`src/rtl/sevenseg_display_ctrl.sv`:
```
// sevenseg_display_ctrl
// Converts a binary value to six BCD digits with an iterative shift-add-3
// (double-dabble) engine and presents digits, leading-zero blank mask and
// decimal-point mask to the seven-segment decoder bank as one atomic update.
//
// Ports:
//   clk          system clock
//   reset_n      synchronous active-low reset
//   value_in     binary value to display (saturated to MAX_VAL)
//   value_valid  value_in / dp_pos / lz_blank_en are valid
//   value_ready  controller can accept a value (IDLE)
//   dp_pos       digit index 0..5 carrying the decimal point, 6/7 = none
//   lz_blank_en  enable leading-zero blanking
//   num_hex      packed BCD digits, [3:0] = digit 0 (rightmost)
//   blank        per-digit blank, bit i = digit i
//   dp           per-digit decimal point
//   busy         conversion in progress
//   overflow     displayed value was saturated
//
// Optional feature macro: SEVENSEG_OVF_BLINK_EN
//   When defined, adds parameter BLINK_HALF and blinks the whole display
//   (blank forced to all ones on alternate half-periods) while overflow = 1.

module sevenseg_display_ctrl #(
    parameter int WIDTH   = 20,
    parameter int MAX_VAL = 999999
`ifdef SEVENSEG_OVF_BLINK_EN
    ,
    parameter int BLINK_HALF = 25000000
`endif
) (
    input  logic             clk,
    input  logic             reset_n,
    input  logic [WIDTH-1:0] value_in,
    input  logic             value_valid,
    output logic             value_ready,
    input  logic [2:0]       dp_pos,
    input  logic             lz_blank_en,
    output logic [23:0]      num_hex,
    output logic [5:0]       blank,
    output logic [5:0]       dp,
    output logic             busy,
    output logic             overflow
);

    typedef enum logic [1:0] {IDLE, SHIFT, DONE} state_t;

    state_t      state;
    logic [19:0] bin;
    logic [23:0] bcd;
    logic [4:0]  cnt;
    logic        ovf_h;
    logic [2:0]  dp_h;
    logic        lz_h;
    logic [5:0]  blank_q;

    logic             in_ovf;
    logic [WIDTH-1:0] sat;
    logic [23:0]      bcd_adj;
    logic [5:0]       lz_mask;
    logic [5:0]       dp_mask;
    logic             zero_above;

    assign in_ovf = (value_in > WIDTH'(MAX_VAL));
    assign sat    = in_ovf ? WIDTH'(MAX_VAL) : value_in;

    // Add-3 correction on every nibble >= 5 before the shift; carries never
    // leave the nibble because 9+3 still fits in 4 bits.
    always_comb begin
        bcd_adj = '0;
        for (int i = 0; i < 6; i++) begin
            if (bcd[i*4 +: 4] >= 4'd5)
                bcd_adj[i*4 +: 4] = bcd[i*4 +: 4] + 4'd3;
            else
                bcd_adj[i*4 +: 4] = bcd[i*4 +: 4];
        end
    end

    // Leading-zero mask: walk from the top digit down while all digits seen
    // so far are zero. Digit 0 and digits at/right of the DP stay lit.
    always_comb begin
        lz_mask    = '0;
        zero_above = 1'b1;
        for (int i = 5; i >= 0; i--) begin
            zero_above = zero_above & (bcd[i*4 +: 4] == 4'd0);
            lz_mask[i] = lz_h && zero_above && (i != 0) &&
                         ((dp_h >= 3'd6) || (3'(i) > dp_h));
        end
    end

    assign dp_mask = (dp_h < 3'd6) ? (6'b000001 << dp_h) : 6'b000000;

    always_ff @(posedge clk) begin
        if (!reset_n) begin
            state       <= IDLE;
            bin         <= '0;
            bcd         <= '0;
            cnt         <= '0;
            ovf_h       <= 1'b0;
            dp_h        <= 3'd7;
            lz_h        <= 1'b0;
            num_hex     <= '0;
            blank_q     <= 6'b111110;
            dp          <= '0;
            overflow    <= 1'b0;
            busy        <= 1'b0;
            value_ready <= 1'b1;
        end else begin
            case (state)
                IDLE: begin
                    if (value_valid) begin
                        // Saturated value always fits in the low 20 bits.
                        bin         <= sat[19:0];
                        bcd         <= '0;
                        cnt         <= '0;
                        ovf_h       <= in_ovf;
                        dp_h        <= dp_pos;
                        lz_h        <= lz_blank_en;
                        busy        <= 1'b1;
                        value_ready <= 1'b0;
                        state       <= SHIFT;
                    end
                end
                SHIFT: begin
                    bcd <= {bcd_adj[22:0], bin[19]};
                    bin <= {bin[18:0], 1'b0};
                    cnt <= cnt + 5'd1;
                    if (cnt == 5'd19)
                        state <= DONE;
                end
                DONE: begin
                    num_hex     <= bcd;
                    blank_q     <= lz_mask;
                    dp          <= dp_mask;
                    overflow    <= ovf_h;
                    busy        <= 1'b0;
                    value_ready <= 1'b1;
                    state       <= IDLE;
                end
                default: state <= IDLE;
            endcase
        end
    end

`ifdef SEVENSEG_OVF_BLINK_EN
    // Half-period counter plus phase bit; restarts on every new result so a
    // fresh overflow always begins with the normal mask visible.
    logic [$clog2(BLINK_HALF+1)-1:0] blink_cnt;
    logic                            blink_phase;

    always_ff @(posedge clk) begin
        if (!reset_n || state == DONE) begin
            blink_cnt   <= '0;
            blink_phase <= 1'b0;
        end else if (blink_cnt == $bits(blink_cnt)'(BLINK_HALF - 1)) begin
            blink_cnt   <= '0;
            blink_phase <= ~blink_phase;
        end else begin
            blink_cnt <= blink_cnt + 1'b1;
        end
    end

    assign blank = (overflow && blink_phase) ? 6'b111111 : blank_q;
`else
    assign blank = blank_q;
`endif

endmodule

```
`config.mk`:
```
export PLATFORM = sky130hd
export DESIGN_NAME = sevenseg_display_ctrl
export DESIGN_NICKNAME = d
export VERILOG_FILES = /design/src/rtl/sevenseg_display_ctrl.sv
export SDC_FILE = /design/constraint.sdc
export NUM_CORES = 1
export LEC_CHECK = 0
export CAP_MARGIN = 0
export CELL_PAD_IN_SITES_DETAIL_PLACEMENT = 1
export CELL_PAD_IN_SITES_GLOBAL_PLACEMENT = 1
export CORE_MARGIN = 2
export CORE_UTILIZATION = 40
export CTS_CLUSTER_SIZE = 28
export DETAILED_ROUTE_END_ITERATION = 10
export PLACE_DENSITY_LB_ADDON = 0.12
export SLEW_MARGIN = 20
export SYNTH_ARGS = -nofsm -noshare
export SYNTH_HDL_FRONTEND = slang
export SYNTH_SLANG_ARGS = --single-unit
```
`constraint.sdc`:
```
create_clock -name clk -period 2 [get_ports clk]
set_clock_uncertainty 0.1 [all_clocks]
set_input_delay 0.2 -clock clk [delete_from_list [all_inputs] [get_ports clk]]
set_output_delay 0.2 -clock clk [all_outputs]
set_load 0.02 [all_outputs]
```
Word level (Yosys, flattened, before mapping)
Index checks and enable logic that the tools add are counted.
{"block": "op_classes", "magnitude_cmp": 14, "reduce_logical": 27, "n_addsub": 7, "n_bitwise": 4, "n_shift": 1, "mux": 21, "eq_ne": 5}
{"cell": "$pmux W24 S2", "n": 1}
{"cell": "$mux W20", "n": 2}
{"cell": "$pmux W20 S2", "n": 1}
{"cell": "$ge A4 B3 Y1 const B", "n": 6}
{"cell": "$mux W24", "n": 1}
{"cell": "$add A4 B2 Y4 const B", "n": 5}
{"cell": "$gt A20 B20 Y1 const B", "n": 1}
{"cell": "$logic_not A4 Y1", "n": 5}
{"cell": "$mux W4", "n": 5}
{"cell": "$logic_and A1 B1 Y1", "n": 10}
{"cell": "$pmux W5 S2", "n": 1}
{"cell": "$reduce_and A2 Y1", "n": 4}
{"cell": "$gt A2 B3 Y1 const A", "n": 2}
{"cell": "$gt A3 B3 Y1 const A", "n": 2}
{"cell": "$mux W6", "n": 1}
{"cell": "$shl A1 B3 Y6 const A", "n": 1}
{"cell": "$add A5 B1 Y5 const B", "n": 1}
{"cell": "$eq A5 B5 Y1 const B", "n": 1}
{"cell": "$logic_or A1 B1 Y1", "n": 5}
{"cell": "$mux W5", "n": 1}
{"cell": "$and A1 B1 Y1", "n": 4}
{"cell": "$mux W2", "n": 2}
{"cell": "$ne A2 B2 Y1 const B", "n": 2}
{"cell": "$pmux W1 S2", "n": 2}
{"cell": "11 further kinds", "n": 13}
{"block": "totals", "input_bits": 27, "out_inout_bits": 39, "reg_bits": 94}

Logic depth before layout (Yosys ltp)
{"block": "logic_depth", "depth_word": 7, "mapped_depth": 6, "depth_no_buf": 6}

Worst setup path before layout
No wires, ideal clock.
{"block": "synth_path", "path_kind": "reg2reg", "from": "register bcd[20]", "to": "register blank_q[1] (netlist: blank[1])", "slack_ns": 0.301, "n_path_buf": 0, "stages_incl_launch_ff": 7, "arrival_time_ns": 1.505, "required_ns": 1.807, "synth_period_minus_slack_ns": 1.699, "path_cell_list": "dfxtp_1 -> inv_1 -> ha_1 -> and4bb_1 -> nand4_1 -> or3_4 -> o311ai_2"}
{"block": "synth_via", "elab_chain_cells": 7}
{"item": "start, declared", "line": "50", "text": "logic [23:0] bcd;"}
{"item": "start signal, assigned", "line": "125", "text": "bcd <= {bcd_adj[22:0], bin[19]};"}
{"item": "$logic_not A4 Y1", "line": "85", "text": "zero_above = zero_above & (bcd[i*4 +: 4] == 4'd0);"}
{"item": "$and A1 B1 Y1 (4 in series)", "line": "85"}
{"item": "$logic_and A1 B1 Y1 (2 in series)", "line": "86", "text": "lz_mask[i] = lz_h && zero_above && (i != 0) &&"}
{"item": "end signal, assigned", "line": "133", "text": "blank_q <= lz_mask;"}
{"item": "end, declared", "line": "55", "text": "logic [5:0] blank_q;"}
Every way passes these cells.
A chain may end at the register's enable or synchronous reset.

Worst setup path in the final report
{"block": "layout_path", "from": "register bcd[1]", "to": "register bcd[2]"}
{"block": "layout_via", "elab_chain_cells": 3}
{"item": "$add A4 B2 Y4 / $ge A4 B3 Y1 (equally long branches)", "line": "73, 72"}
{"item": "$mux W4 *", "line": "72", "text": "if (bcd[i*4 +: 4] >= 4'd5)"}
{"item": "$pmux W24 S2 *", "line": "109", "text": "case (state)"}
Every way passes the cells marked *; elsewhere a longest branch is shown, timed or not.

==> flow_summary.yaml <==
timing:
  fmax_mhz: 552
  slew_viol_final: 0
  rsz0062_at_grt: "false"
  final_hold_viol_count: 0
  worst_slew_pin_slew_ps: 596
  relSlewSlack_pct: 59.7
  fin_ws_ps: 188
  setup_viol: 0
  period_share_pct: 90.6
  period_needed_ps: 1810
  setup_tns_ps: 0
grt:
  grt_max_degree: 29
  grt_busiest_layer: "met2"
  overflow: 0
  antenna_found_initial: 0
  use_met3_pct: 3.57
  grt_usage_pct: 21.0
  use_met2_pct: 37.4
  met1_usage_pct: 24.8
  grt_pass1_vias: 3839
  grt_pass1_wl_mm: 18.9
layout:
  drive_gt1_share_pct: 10.7
  fin_cells: 707
  layout_commonest_cell: "dfxtp_1"
  fin_util_pct: 52.2
  area_growth_pct: 26.1
  fin_nets: 617
  antennaDiodeCount: 0
  final_cell_mix: "94 x dfxtp_1, 87 x nand2_1, 63 x clkdlybuf4s50_1"
critical_path:
  path_cells: "inv_1, ha_1, nand2b_1, a21oi_1, mux2_2, o21ai_0"
  start_kind: "register"
  required_ps: 2200
  crit_type: "register to register"
  crit_path_max_fanout: 4
  slowest_stage: "dfxtp_1"
  worstPathArrival_ps: 2010
  cpPeakStageDelay_ps: 400
  endpoint_kind: "register"
logic_synthesis:
  syn_inst: 496
  yosys.area.top_type: "dfxtp_1"
  synth.avg_cell_area_um2: 8.69
  synth_area_leaders: "dfxtp_1 44%, nand2_1 7.7%, ha_1 6.7%"
  yosysWarnings: 0
  async_reset_ff_share_pct: 0
  synth_edf_count: 0
  ys_types: 49
  synth_ff_type: "dfxtp_1"
  netlist_area_mm2: 0.00431
  synth_top_area_share_pct: 43.7
  synth-seq-cells: 94
  yosysSeqAreaShare_pct: 43.7
  synth_nets: 546
clock_tree:
  cts_tree: "yes"
  cts_max_level: 3
  numCtsBuffers: 9
  clk_latency_ps: 370
  clk_pin_slew_worst_paths_ps: 90
  cts_root_buffer: "clkbuf_8"
  cts.path.max_buffers: 2
  hold_buffers: 0
  cts_sinks: 94
die:
  die_area_mm2: 0.0116
  die_w_um: 108
  fp.dieH_um: 108
  start_util_pct: 41.4
  rows: 37
  io_pins: 66
  coreArea_mm2: 0.0104
worst_hold_path:
  hp-class: "primary input to register"
route:
  viasPerCell: 5.37
  drcViolationCount: 0
  drt_iter0_markers: 99
  drt_wl_total_mm: 11.5
  vias: 3799
  wl_per_cell_um: 16.3
  first_pass_iters: 4
  ant_nets: 0
place:
  place_congestion: 0.843
  post-place-cells: 692
  numPortBuffers: 64
  dp_slack_ps: 160
  dp_hpwl_mm: 8.28
power_and_ir_drop:
  power_density_mw_per_mm2: 681
  leakage_nw: 2.04
  p_total_mw: 3.70
  ir_worst_vdd_uv: 296
job:
  drv_cap: 0
outcome:
  status: "completed"
==> worst paths after layout <==
kind                                  start           to  slack, ps  cells past startpoint
worst max register to register       bcd[1]       bcd[2]        190                      6
worst max-delay path                 bcd[1]       bcd[2]        190                      6
worst min register to register  num_hex[16]  num_hex[16]        370                      2
worst min-delay path                reset_n       bin[6]        190                      3
==> power breakdown <==
part | leakage, nW | internal, mW | switching, mW | total, mW
Sequential | 0.763 | 1.92 | 0.0372 | 1.95
Clock | 0.115 | 0.762 | 0.658 | 1.42
Combinational | 1.16 | 0.153 | 0.175 | 0.328
Total | 2.04 | 2.83 | 0.870 | 3.70
==> routing by layer <==
layer | routed length (µm) | up-vias
li1 | - | 1860
met5 | 0 | -
met2 | 5850 | 72
met3 | 388 | 19
met4 | 232 | 0
met1 | 5060 | 1848
==> cells in the mapped netlist (2+ instances only) <==
cell,n
nand4_1,3
o311ai_0,2
o211a_1,2
nand2b_1,8
a32o_1,2
clkbuf_1,17
and3_1,2
o21a_1,2
a22o_1,7
o221ai_1,11
o21ai_0,29
ha_1,23
a21oi_1,20
nor3b_1,2
dfxtp_1,94
inv_1,22
o211ai_1,9
nand2_1,88
o32ai_1,3
and2_1,8
xnor2_1,6
buf_4,2
xor2_1,2
nor3_1,7
nor2_1,20
a32oi_1,2
nor2b_1,10
a22oi_1,5
a21boi_0,33
mux2_2,6
o31ai_1,2
nand3_1,19
buf_2,12
==> sequential cells by signal (all words and copies together) (netlist names) <==
name,count
value_ready,1
state,2
lz_h,1
dp_h,3
bcd,24
cnt,5
num_hex,24
busy,1
dp,6
bin,20
overflow,1
ovf_h,1
blank,5
==> worst max-delay path: cells and delay by family, from the launching register on <==
kind	cells	cell delay, ps
compound gates	2	460
flops	1	400
buf+inv	1	100
mux	1	370
fa+ha+maj	1	180
simple gates	1	130
==> logic make-up after synthesis <==
logic type	synth area share [%]
and+or+nand+nor	19.2
AOI/OAI and AO/OA	21.8
DFF	43.7
buffers and inverters	5.14
adders and majority gates	6.68
xor gates and xnor gates	1.63
muxes	1.80
other	0.0870
==> cell type report <==
class                      instances  area [µm²]
fill                            1252        4980
multi-input combinational        349        2210
sequential                        94        1880
timing repair buffer              91         863
tap                              136         170
clock buffer                      11         151
inverter                          22        82.6
clock inverter                     4        70.1
==> what timing repair did <==
item,in CTS,in global routing
endpoints found under the hold margin,0,0
resized for setup,0,5
buffers inserted,0,0
setup endpoints to repair,0,4
==> per-stage QoR <==
| stage | hold slack [ps] | instance area [µm²] |
|---|---|---|
| 2_1_floorplan | 221 | 4310 |
| 3_3_place_gp | 350 | 5200 |
| 3_5_place_dp | 359 | 5200 |
| 4_1_cts | 182 | 5430 |
| 5_1_grt | 212 | 5430 |
| 6_report | 195 | 5430 |
(Power assumes the default switching activity.)
